## config.mk

```make
export PLATFORM = sky130hd
export DESIGN_NAME = seg_scan_display_flat
export DESIGN_NICKNAME = d
export VERILOG_FILES = /design/src/rtl/seg_pkg.sv /design/src/rtl/seg_scan_display_if.sv /design/src/rtl/bin2bcd_seq.sv /design/src/rtl/seg_scan_display.sv /design/src/flat_wrapper.sv
export SDC_FILE = /design/constraint.sdc
export NUM_CORES = 1
export LEC_CHECK = 0
export BUFFER_PORTS_ARGS = -buffer_cell sky130_fd_sc_hd__buf_2
export CELL_PAD_IN_SITES_DETAIL_PLACEMENT = 1
export CELL_PAD_IN_SITES_GLOBAL_PLACEMENT = 2
export CORE_MARGIN = 3
export CORE_UTILIZATION = 41
export CTS_BUF_LIST = sky130_fd_sc_hd__clkbuf_8
export DETAILED_ROUTE_END_ITERATION = 10
export PLACE_DENSITY_LB_ADDON = 0.1
export SETUP_SLACK_MARGIN = 0.3
export SLEW_MARGIN = 20
export SYNTH_ARGS = -nofsm -noshare
export SYNTH_HDL_FRONTEND = slang
export SYNTH_SLANG_ARGS = --single-unit
```

## constraint.sdc

```tcl
create_clock -name clk -period 3.5 [get_ports clk]
set_clock_uncertainty 0.1 [all_clocks]
set_input_delay 0.175 -clock clk [delete_from_list [all_inputs] [get_ports clk]]
set_output_delay 0.175 -clock clk [all_outputs]
set_load 0.1 [all_outputs]
```

## src/rtl/seg_pkg.sv

```systemverilog
// Shared constants, state encoding and glyph lookup for the multiplexed
// 7-segment display driver.
package seg_pkg;

   localparam logic [6:0] GLYPH_0     = 7'h3F;
   localparam logic [6:0] GLYPH_1     = 7'h06;
   localparam logic [6:0] GLYPH_2     = 7'h5B;
   localparam logic [6:0] GLYPH_3     = 7'h4F;
   localparam logic [6:0] GLYPH_4     = 7'h66;
   localparam logic [6:0] GLYPH_5     = 7'h6D;
   localparam logic [6:0] GLYPH_6     = 7'h7D;
   localparam logic [6:0] GLYPH_7     = 7'h07;
   localparam logic [6:0] GLYPH_8     = 7'h7F;
   localparam logic [6:0] GLYPH_9     = 7'h6F;
   localparam logic [6:0] GLYPH_DASH  = 7'h40;
   localparam logic [6:0] GLYPH_BLANK = 7'h00;

   localparam int DP_BIT = 7;

   typedef enum logic [1:0] {
      ST_IDLE,
      ST_CONV,
      ST_COMMIT
   } ctrl_state_e;

   // Active-high {g..a} pattern; non-decimal nibbles render blank.
   function automatic logic [6:0] bcd_glyph(input logic [3:0] nib);
      case (nib)
         4'd0:    return GLYPH_0;
         4'd1:    return GLYPH_1;
         4'd2:    return GLYPH_2;
         4'd3:    return GLYPH_3;
         4'd4:    return GLYPH_4;
         4'd5:    return GLYPH_5;
         4'd6:    return GLYPH_6;
         4'd7:    return GLYPH_7;
         4'd8:    return GLYPH_8;
         4'd9:    return GLYPH_9;
         default: return GLYPH_BLANK;
      endcase
   endfunction

   function automatic int unsigned pow10(input int n);
      int unsigned r = 1;
      for (int i = 0; i < n; i++) r = r * 10;
      return r;
   endfunction

endpackage

```

## src/rtl/seg_scan_display_if.sv

```systemverilog
// Valid/ready input channel carrying the binary value to be displayed.
interface seg_scan_display_if #(
   parameter int DATA_W = 14
);
   logic [DATA_W-1:0] din;
   logic              din_valid;
   logic              din_ready;

   modport master (output din, output din_valid, input din_ready);
   modport slave  (input din, input din_valid, output din_ready);
endinterface

```

## src/rtl/bin2bcd_seq.sv

```systemverilog
// Iterative add-3 double-dabble: one binary bit shifted in per cycle,
// DATA_W cycles after start; done flags the cycle of the final shift.
module bin2bcd_seq
   import seg_pkg::*;
#(
   parameter int DATA_W = 14,
   parameter int DIGITS = 4
) (
   input  logic                  clk,
   input  logic                  rst,
   input  logic                  start,
   input  logic [DATA_W-1:0]     din,
   output logic                  done,
   output logic [4*DIGITS-1:0]   bcd
);

   localparam int BCD_W = 4 * DIGITS;
   localparam int CNT_W = $clog2(DATA_W + 1);

   logic [DATA_W-1:0] bin_q, bin_d;
   logic [BCD_W-1:0]  bcd_q, bcd_d;
   logic [BCD_W-1:0]  adj;
   logic [CNT_W-1:0]  cnt_q, cnt_d;
   logic              busy_q, busy_d;

   always_comb begin
      adj = bcd_q;
      for (int i = 0; i < DIGITS; i++) begin
         if (bcd_q[4*i +: 4] >= 4'd5) adj[4*i +: 4] = bcd_q[4*i +: 4] + 4'd3;
      end

      bin_d  = bin_q;
      bcd_d  = bcd_q;
      cnt_d  = cnt_q;
      busy_d = busy_q;
      if (start) begin
         bin_d  = din;
         bcd_d  = '0;
         cnt_d  = CNT_W'(DATA_W);
         busy_d = 1'b1;
      end else if (busy_q) begin
         bcd_d = {adj[BCD_W-2:0], bin_q[DATA_W-1]};
         bin_d = bin_q << 1;
         cnt_d = cnt_q - 1'b1;
         if (cnt_q == CNT_W'(1)) busy_d = 1'b0;
      end
   end

   always_ff @(posedge clk or posedge rst) begin
      if (rst) begin
         bin_q  <= '0;
         bcd_q  <= '0;
         cnt_q  <= '0;
         busy_q <= 1'b0;
      end else begin
         bin_q  <= bin_d;
         bcd_q  <= bcd_d;
         cnt_q  <= cnt_d;
         busy_q <= busy_d;
      end
   end

   assign done = busy_q && (cnt_q == CNT_W'(1));
   assign bcd  = bcd_q;

endmodule

```

## src/rtl/seg_scan_display.sv

```systemverilog
// Multiplexed 7-segment driver: handshake, BCD conversion, frame-aligned
// commit to the display register, and registered digit scan outputs.
module seg_scan_display
   import seg_pkg::*;
#(
   parameter int DIGITS      = 4,
   parameter int DATA_W      = 14,
   parameter int SCAN_CYC    = 100000,
   parameter int DP_POS      = 1,
   parameter bit LZ_BLANK    = 1'b1,
   parameter bit SEL_ACT_LOW = 1'b1,
   parameter bit SEG_ACT_LOW = 1'b1
) (
   input  logic                clk,
   input  logic                rst,
   seg_scan_display_if.slave   bus,
   input  logic                hold,
   output logic [DIGITS-1:0]   sel_o,
   output logic [7:0]          seg_o,
   output logic                ovf
);

   localparam int BCD_W = 4 * DIGITS;
   localparam int IDX_W = (DIGITS > 1) ? $clog2(DIGITS) : 1;
   localparam int CNT_W = (SCAN_CYC > 1) ? $clog2(SCAN_CYC) : 1;
   localparam logic [IDX_W-1:0] LAST_IDX = IDX_W'(DIGITS - 1);
   localparam logic [CNT_W-1:0] LAST_CNT = CNT_W'(SCAN_CYC - 1);
   localparam int unsigned      MAX_VAL  = pow10(DIGITS) - 1;

   ctrl_state_e       state_q, state_d;
   logic              din_ready_q, din_ready_d;
   logic              ovf_pend_q, ovf_pend_d;
   logic [BCD_W-1:0]  disp_bcd_q, disp_bcd_d;
   logic              disp_ovf_q, disp_ovf_d;
   logic [CNT_W-1:0]  cnt_q, cnt_d;
   logic [IDX_W-1:0]  idx_q, idx_d;
   logic [DIGITS-1:0] sel_q, sel_d;
   logic [7:0]        seg_q, seg_d;

   logic              conv_start;
   logic              conv_done;
   logic [BCD_W-1:0]  conv_bcd;
   logic              frame_end;
   logic [IDX_W-1:0]  pos_idx;
   logic [3:0]        nib;
   logic              lead_zero;
   logic [7:0]        seg_act;

   assign conv_start    = bus.din_valid && din_ready_q;
   assign bus.din_ready = din_ready_q;
   assign frame_end     = (idx_q == LAST_IDX) && (cnt_q == LAST_CNT);

   bin2bcd_seq #(
      .DATA_W (DATA_W),
      .DIGITS (DIGITS)
   ) u_conv (
      .clk   (clk),
      .rst   (rst),
      .start (conv_start),
      .din   (bus.din),
      .done  (conv_done),
      .bcd   (conv_bcd)
   );

   // The display register only changes on the frame wrap, so a frame never mixes values.
   always_comb begin
      state_d    = state_q;
      ovf_pend_d = ovf_pend_q;
      disp_bcd_d = disp_bcd_q;
      disp_ovf_d = disp_ovf_q;
      case (state_q)
         ST_IDLE: begin
            if (conv_start) begin
               state_d    = ST_CONV;
               ovf_pend_d = 32'(bus.din) > MAX_VAL;
            end
         end
         ST_CONV: begin
            if (conv_done) state_d = ST_COMMIT;
         end
         ST_COMMIT: begin
            if (frame_end && !hold) begin
               disp_bcd_d = conv_bcd;
               disp_ovf_d = ovf_pend_q;
               state_d    = ST_IDLE;
            end
         end
         default: state_d = ST_IDLE;
      endcase
      din_ready_d = (state_d == ST_IDLE);
   end

   always_ff @(posedge clk or posedge rst) begin
      if (rst) begin
         state_q     <= ST_IDLE;
         din_ready_q <= 1'b1;
         ovf_pend_q  <= 1'b0;
         disp_bcd_q  <= '0;
         disp_ovf_q  <= 1'b0;
      end else begin
         state_q     <= state_d;
         din_ready_q <= din_ready_d;
         ovf_pend_q  <= ovf_pend_d;
         disp_bcd_q  <= disp_bcd_d;
         disp_ovf_q  <= disp_ovf_d;
      end
   end

   always_comb begin
      cnt_d = cnt_q + 1'b1;
      idx_d = idx_q;
      if (cnt_q == LAST_CNT) begin
         cnt_d = '0;
         idx_d = (idx_q == LAST_IDX) ? '0 : idx_q + 1'b1;
      end
   end

   // Index 0 is the leftmost digit; pos_idx is the same digit counted from the LSD.
   always_comb begin
      pos_idx   = LAST_IDX - idx_q;
      nib       = '0;
      lead_zero = 1'b1;
      for (int j = 0; j < DIGITS; j++) begin
         if (j == int'(pos_idx)) nib = disp_bcd_q[4*j +: 4];
         if (j >= int'(pos_idx) && disp_bcd_q[4*j +: 4] != 4'd0) lead_zero = 1'b0;
      end

      seg_act = {1'b0, bcd_glyph(nib)};
      if (LZ_BLANK && lead_zero && int'(pos_idx) > DP_POS) seg_act = {1'b0, GLYPH_BLANK};
      if (int'(pos_idx) == DP_POS) seg_act[DP_BIT] = 1'b1;
      if (disp_ovf_q) seg_act = {1'b0, GLYPH_DASH};

      seg_d        = seg_act;
      sel_d        = '0;
      sel_d[idx_q] = 1'b1;
   end

   always_ff @(posedge clk or posedge rst) begin
      if (rst) begin
         cnt_q <= '0;
         idx_q <= '0;
         sel_q <= '0;
         seg_q <= '0;
      end else begin
         cnt_q <= cnt_d;
         idx_q <= idx_d;
         sel_q <= sel_d;
         seg_q <= seg_d;
      end
   end

   assign sel_o = sel_q ^ {DIGITS{SEL_ACT_LOW}};
   assign seg_o = seg_q ^ {8{SEG_ACT_LOW}};
   assign ovf   = disp_ovf_q;

endmodule
```

## src/flat_wrapper.sv

```systemverilog
// flat-port wrapper written by rule: the top's interface ports become plain ports
module seg_scan_display_flat import seg_pkg::*;
#(
   parameter int DIGITS      = 4,
   parameter int DATA_W      = 14,
   parameter int SCAN_CYC    = 100000,
   parameter int DP_POS      = 1,
   parameter bit LZ_BLANK    = 1'b1,
   parameter bit SEL_ACT_LOW = 1'b1,
   parameter bit SEG_ACT_LOW = 1'b1
)
  (clk, rst, hold, sel_o, seg_o, ovf, bus_din, bus_din_valid, bus_din_ready);
  seg_scan_display_if #(.DATA_W(DATA_W)) bus_i ();
  input  logic clk;
  input  logic rst;
  input  logic hold;
  output logic [DIGITS-1:0] sel_o;
  output logic [7:0] seg_o;
  output logic ovf;
  input wire logic [$bits(bus_i.din)-1:0] bus_din;
  input wire logic [$bits(bus_i.din_valid)-1:0] bus_din_valid;
  output wire logic [$bits(bus_i.din_ready)-1:0] bus_din_ready;
  assign bus_i.din = bus_din;
  assign bus_i.din_valid = bus_din_valid;
  assign bus_din_ready = bus_i.din_ready;
  seg_scan_display #(.DIGITS(DIGITS), .DATA_W(DATA_W), .SCAN_CYC(SCAN_CYC), .DP_POS(DP_POS), .LZ_BLANK(LZ_BLANK), .SEL_ACT_LOW(SEL_ACT_LOW), .SEG_ACT_LOW(SEG_ACT_LOW)) u_core (.clk(clk), .rst(rst), .bus(bus_i), .hold(hold), .sel_o(sel_o), .seg_o(seg_o), .ovf(ovf));
endmodule
```

# [Word-level counts from Yosys, hierarchy flattened]
# Memory sizes are Yosys's and may differ from the RTL's.
# Index checks and enable logic that the tools add are counted.
[word_totals] memories=1 output_inout_bits=14 rom_bits=112 input_bits=18 register_bits=87
[memory_table] name="(no name shown)" depth=16 word_bits=7 read_ports=1 rd_clocked_by_memory_dff=0 wr=0 line="seg_pkg.sv:28" text="case (nib)"
[op_classes] reduce_logical=20 bitwise=2 add_sub_neg=8 mux=32 n_eq_ne=9 order_cmp=11
[op_table] operator="2-to-1 mux 4 bit" count=9
[op_table] operator="2-to-1 mux 16 bit" count=2
[op_table] operator="2-to-1 mux 14 bit" count=2
[op_table] operator="adder 17 x 1 -> 17 bit (second input constant)" count=1
[op_table] operator="== test 17 bit (second input constant)" count=1
[op_table] operator="2-to-1 mux 17 bit" count=1
[op_table] operator=">= comparator 4 x 3 -> 1 bit (second input constant)" count=4
[op_table] operator="nonzero test 4 bit" count=4
[op_table] operator="greater-than comparator 14 bit (second input constant)" count=1
[op_table] operator="adder 4 x 2 -> 4 bit (second input constant)" count=3
[op_table] operator="logical AND 1 bit" count=9
[op_table] operator="2-to-1 mux 1 bit" count=9
[op_table] operator="2-to-1 mux 2 bit" count=4
[op_table] operator="2-to-1 mux 8 bit" count=1
[op_table] operator="NOT 8 bit" count=1
[op_table] operator="2-to-1 mux 7 bit" count=1
[op_table] operator="== test 2 bit (second input constant)" count=3
[op_table] operator="logical NOT 2 bit" count=3
[op_table] operator="one-hot mux 2 bit (3 select lines)" count=1
[op_table] operator="== test 2 bit (first input constant)" count=2
[op_table] operator="== test 4 x 1 -> 1 bit (second input constant)" count=1
[op_table] operator=">= comparator 1 x 2 -> 1 bit (first input constant)" count=2
[op_table] operator="NOT 4 bit" count=1
[op_table] operator="AND reduction 2 bit" count=2
[op_table] operator="other kinds (14)" count=14

# [Logic depth before layout (Yosys ltp)]
[logic_depth] ltp_word=10 depth_mapped=12

# [Modules after synthesis]
# Synthesis repeated with hierarchy kept, for this count alone.
[hier_totals] hier_cells=430 hier_area_um2=4466.8
[modules_own_cells] mod="seg_scan_display" area_per_inst_um2=2582.5 cells_each=236 instances=1 seq_area_each_um2=1302.5
[modules_own_cells] mod="bin2bcd_seq" area_per_inst_um2=1884.3 cells_each=194 instances=1 seq_area_each_um2=875.8

# [Least setup slack after synthesis]
# Ideal clock, no wire load.
[synth_path] kind="register to register" start="reg u_core.idx_q[0]" end="reg u_core.seg_q[3]" arrival_time_ns=2.075 path_slack_ns=1.198 path_stages_with_launch=13 setup_time_ns=0.128 path_buffers=1 t_required_ns=3.272 path_cell_list="dfrtp_1 inv_1 ha_1 clkbuf_1 nand3b_1 a21oi_1 a21oi_1 nor2_1 a21oi_1 ha_1 nand3_1 a21boi_0 o22ai_1"
[synth_via] elab_chain_cells=10 word_cells_on_any_way=24
[synth_rtl] element="start: declaration" line="seg_scan_display.sv:36" text="logic [IDX_W-1:0] idx_q, idx_d;"
[synth_rtl] element="start signal: assignment" line="seg_scan_display.sv:146" text="idx_q <= idx_d;"
[synth_rtl] element="subtractor 2 bit (*)" line="seg_scan_display.sv:120" text="pos_idx = LAST_IDX - idx_q;"
[synth_rtl] element="branches (longest 7 deep; another with memory (16 x 7 bit))"
[synth_rtl] element="2-to-1 mux 7 bit (*)" line="seg_scan_display.sv:129" text="if (LZ_BLANK && lead_zero && int'(pos_idx) > DP_POS) seg_act = {1'b0, GLYPH_BLANK};"
[synth_rtl] element="2-to-1 mux 8 bit (*)" line="seg_scan_display.sv:131" text="if (disp_ovf_q) seg_act = {1'b0, GLYPH_DASH};"
[synth_rtl] element="via u_core.seg_act[3]" line="seg_scan_display.sv:47" text="logic [7:0] seg_act;"
[synth_rtl] element="end signal: assignment" line="seg_scan_display.sv:148" text="seg_q <= seg_d;"
[synth_rtl] element="end: declaration" line="seg_scan_display.sv:38" text="logic [7:0] seg_q, seg_d;"
# Mark *: on every way through the listed nets, which the timed path passes.
# A chain may end at the register's enable or synchronous reset.

# [Final worst setup path]
# Same ends and word-level chain as after synthesis.

==> impl_results.md <==
* Width of the die at 109 um
* Core Util, Final at 0.489
* Die footprint at 11900 um^2
* Post-synth EDFFs at 0
* Gr usage total at 0.174
* Seq/Total Area, Yosys at 0.499
* Total grt overflow at 0
* Slowest CP cell: dfrtp_1
* DR iter-0 viols at 110
* Area Overhead vs Synth at 15.5%
* Post-synthesis cell area at 4370 um^2
* Largest net degree at the start of global routing at 48
* Core ar. at 10300 um^2
* Cells along the critical path: inv_1 -> ha_1 -> nand3b_1 -> a21oi_1 -> a21oi_1 -> nor2_1 -> a21oi_1 -> ha_1 -> nand3_1 -> a21boi_0 -> o22ai_1
* PwrDens at 365 nW/um^2
* Crit path largest cell delay at 420 ps
* DR WL/cell at 15.1 um
* DP Wirelength at 6250 um
* YS warnings at 0
* Synth async-reset ratio at 1.00
* Share of layout cells above drive strength 1 at 0.159
* Bufs and invs on worst path at 1
* Final WS setup at 928 ps
* Delay-heaviest family, CP: compound AO/OA/AOI/OAI gates
* Via count at 3078
* I/O Pins at 32
* DRC errors left at 0
* Final Critical Period at 2570 ps
* Initial core utilization at 0.423
* ANT cells at 0
* Worst-Margin Slew at 758 ps
* Initial antenna violation count at 0
* RD Place Congestion at 0.774
* Predominant post-synthesis flop cell: dfrtp_1
* Max Slew Vio Count at 0
* Fin. Hold Viols at 0
* H-tree depth reported by CTS at 3
* Port Buffers at 31
* RSZ-0062 raised after global routing: false
* Layout Nets at 506
* Chip height at 109 um
* Req. time, crit path at 3640 ps
* Critical Path Sink Type: flip-flop
* Setup bufs post-CTS at 0
* CP most frequent cell: a21oi_1
* Cells after synthesis at 419
* Synth Net Count at 459
* Worst slack at placement at 937 ps
* Total Routed Length at 9180 um
* Vias in the first global route at 3195
* Post-synthesis register bit count at 87
* Final antenna-violating net count at 0
* Final Cycle Share at 0.735
* Clock Tree Buf Depth at 2
* Yosys cell types at 47
* Setup TNS at 0 ps
* Max-slew headroom at 0.495
* Hold Path Class: input pin to flip-flop
* Mean Syn Cell Area at 10.4 um^2
* Number of fill cells at 1172
* Worst-path clk slew at 90 ps
* Root Driver: clkbuf_8
* CTS tree: yes
* Achievable Freq at 389 MHz
* Max-Cap Viols at 0
* Worst Path Arrival at 2710 ps
* TritonCTS buffer count at 9
* Worst vdd rail ir drop at 0.000154 V
* FP Rows at 37
* Clock latency on the worst-skew pair at 370 ps
* Clk sinks at 87
* Drt first pass iters at 4
* CP Launch Type: flip-flop
* Most frequent cells in the layout: 86 x dfrtp_1, 40 x nand2_1, 33 x inv_1
* Status: completed
* Commonest non-fill, non-tap cell in the layout: dfrtp_1
* Via density at 5.07
* Final setup violating endpoints at 0
* Critical path class: flip-flop to flip-flop
* Leakage at 0.00239 uW
* Worst-path fanout max at 11
* Global-route wire length before repair at 16100 um
[metal layers]
layer  GRT usage  vias to the layer above  wire length, um
li1            -                     1524                -
met1       0.236                     1513             4510
met2       0.277                       32             4310
met3      0.0320                        9              202
met4      0.0695                        0              150
met5           0                        -                0
[cells in the mapped netlist (all sizes together) (2+ instances only)]
| cell | n | area, um^2 |
|---|---|---|
| a211oi | 3 | 22.5 |
| a21o | 3 | 22.5 |
| a21oi | 19 | 95.1 |
| a31oi | 2 | 12.5 |
| and3 | 2 | 12.5 |
| and3b | 2 | 17.5 |
| buf | 3 | 18.8 |
| clkbuf | 11 | 41.3 |
| dfrtp | 86 | 2150 |
| ha | 22 | 275 |
| inv | 34 | 128 |
| mux2 | 17 | 225 |
| mux2i | 26 | 260 |
| nand2 | 41 | 161 |
| nand2b | 7 | 43.8 |
| nand3 | 18 | 90.1 |
| nand3b | 3 | 22.5 |
| nand4 | 5 | 31.3 |
| nor2 | 29 | 109 |
| nor2b | 3 | 18.8 |
| nor3 | 2 | 10.0 |
| nor3b | 5 | 37.5 |
| nor4 | 5 | 46.3 |
| o211ai | 2 | 15.0 |
| o21ai | 28 | 140 |
| o22ai | 5 | 31.3 |
| xnor2 | 15 | 131 |
| xor2 | 6 | 52.6 |
[cell type report]
cell class,instances,area [um^2],share of cell area
inverters,34,129,0.0255
multi-input cells,284,2000,0.397
well taps,136,170,0.0337
clock buffers,9,124,0.0246
clock inverters,7,95.1,0.0188
flip-flops and latches,87,2180,0.432
repair buffers,50,348,0.0689
[final timing paths]
kind,from,to,slack (ps),depth (start not counted)
max,u_core.idx_q[0],u_core.seg_q[3],930,11
min,bus_din_valid,u_core.u_conv.cnt_q[3],20,3
max reg2reg,u_core.idx_q[0],u_core.seg_q[3],930,11
min reg2reg,u_core.cnt_q[16],u_core.cnt_q[16],380,1
max in group asynchronous,rst,u_core.seg_q[3],2250,4
min in group asynchronous,rst,u_core.u_conv.bin_q[9],350,3
[logic make-up (layout without fill, tap and decap cells)]
logic type	Yosys count	after routing	synth area share
simple gates	126	126	0.145
flops	87	87	0.499
compound gates	72	72	0.0968
buf+inv	48	100	0.0430
mux	43	43	0.111
fa+ha+maj	22	22	0.0630
xor+xnor	21	21	0.0421
[where the power goes]
part,total (uW),internal (uW),switching [uW]
sequential,1000,1000,0
combinational,47.8,20.7,27.1
clock,790,405,386
[worst min-delay path, delay by kind of cell]
family,cells,cell delay (ps)
buf+inv,1,90
simple gates,2,200
[sequential cells by signal (all words and copies together) (netlist names)]
signal,flops
u_core.disp_bcd_q,16
u_core.seg_q,8
u_core.sel_q,4
u_core.bus.din_ready,1
u_core.ovf,1
u_core.u_conv.bcd,16
u_core.ovf_pend_q,1
u_core.idx_q,2
u_core.u_conv.busy_q,1
u_core.state_q,2
u_core.cnt_q,17
u_core.u_conv.bin_q,14
u_core.u_conv.cnt_q,4
[per-stage QoR]
stage	hold slack [ps]	power (uW)	cell area (um^2)	instances
floorplan	192	1040	4370	419
global placement	221	1060	4680	576
detailed placement	233	1060	4680	576
CTS	16.6	1880	5040	607
global route	58.9	1930	5040	607
finish	18.5	1840	5040	607
[what timing repair did]
item | in CTS | in global routing
gates resized for setup | 0 | 0
hold endpoints to repair | 53 | 0
hold buffers | 15 | 0
Note: power is estimated with default switching activity, not from simulation.
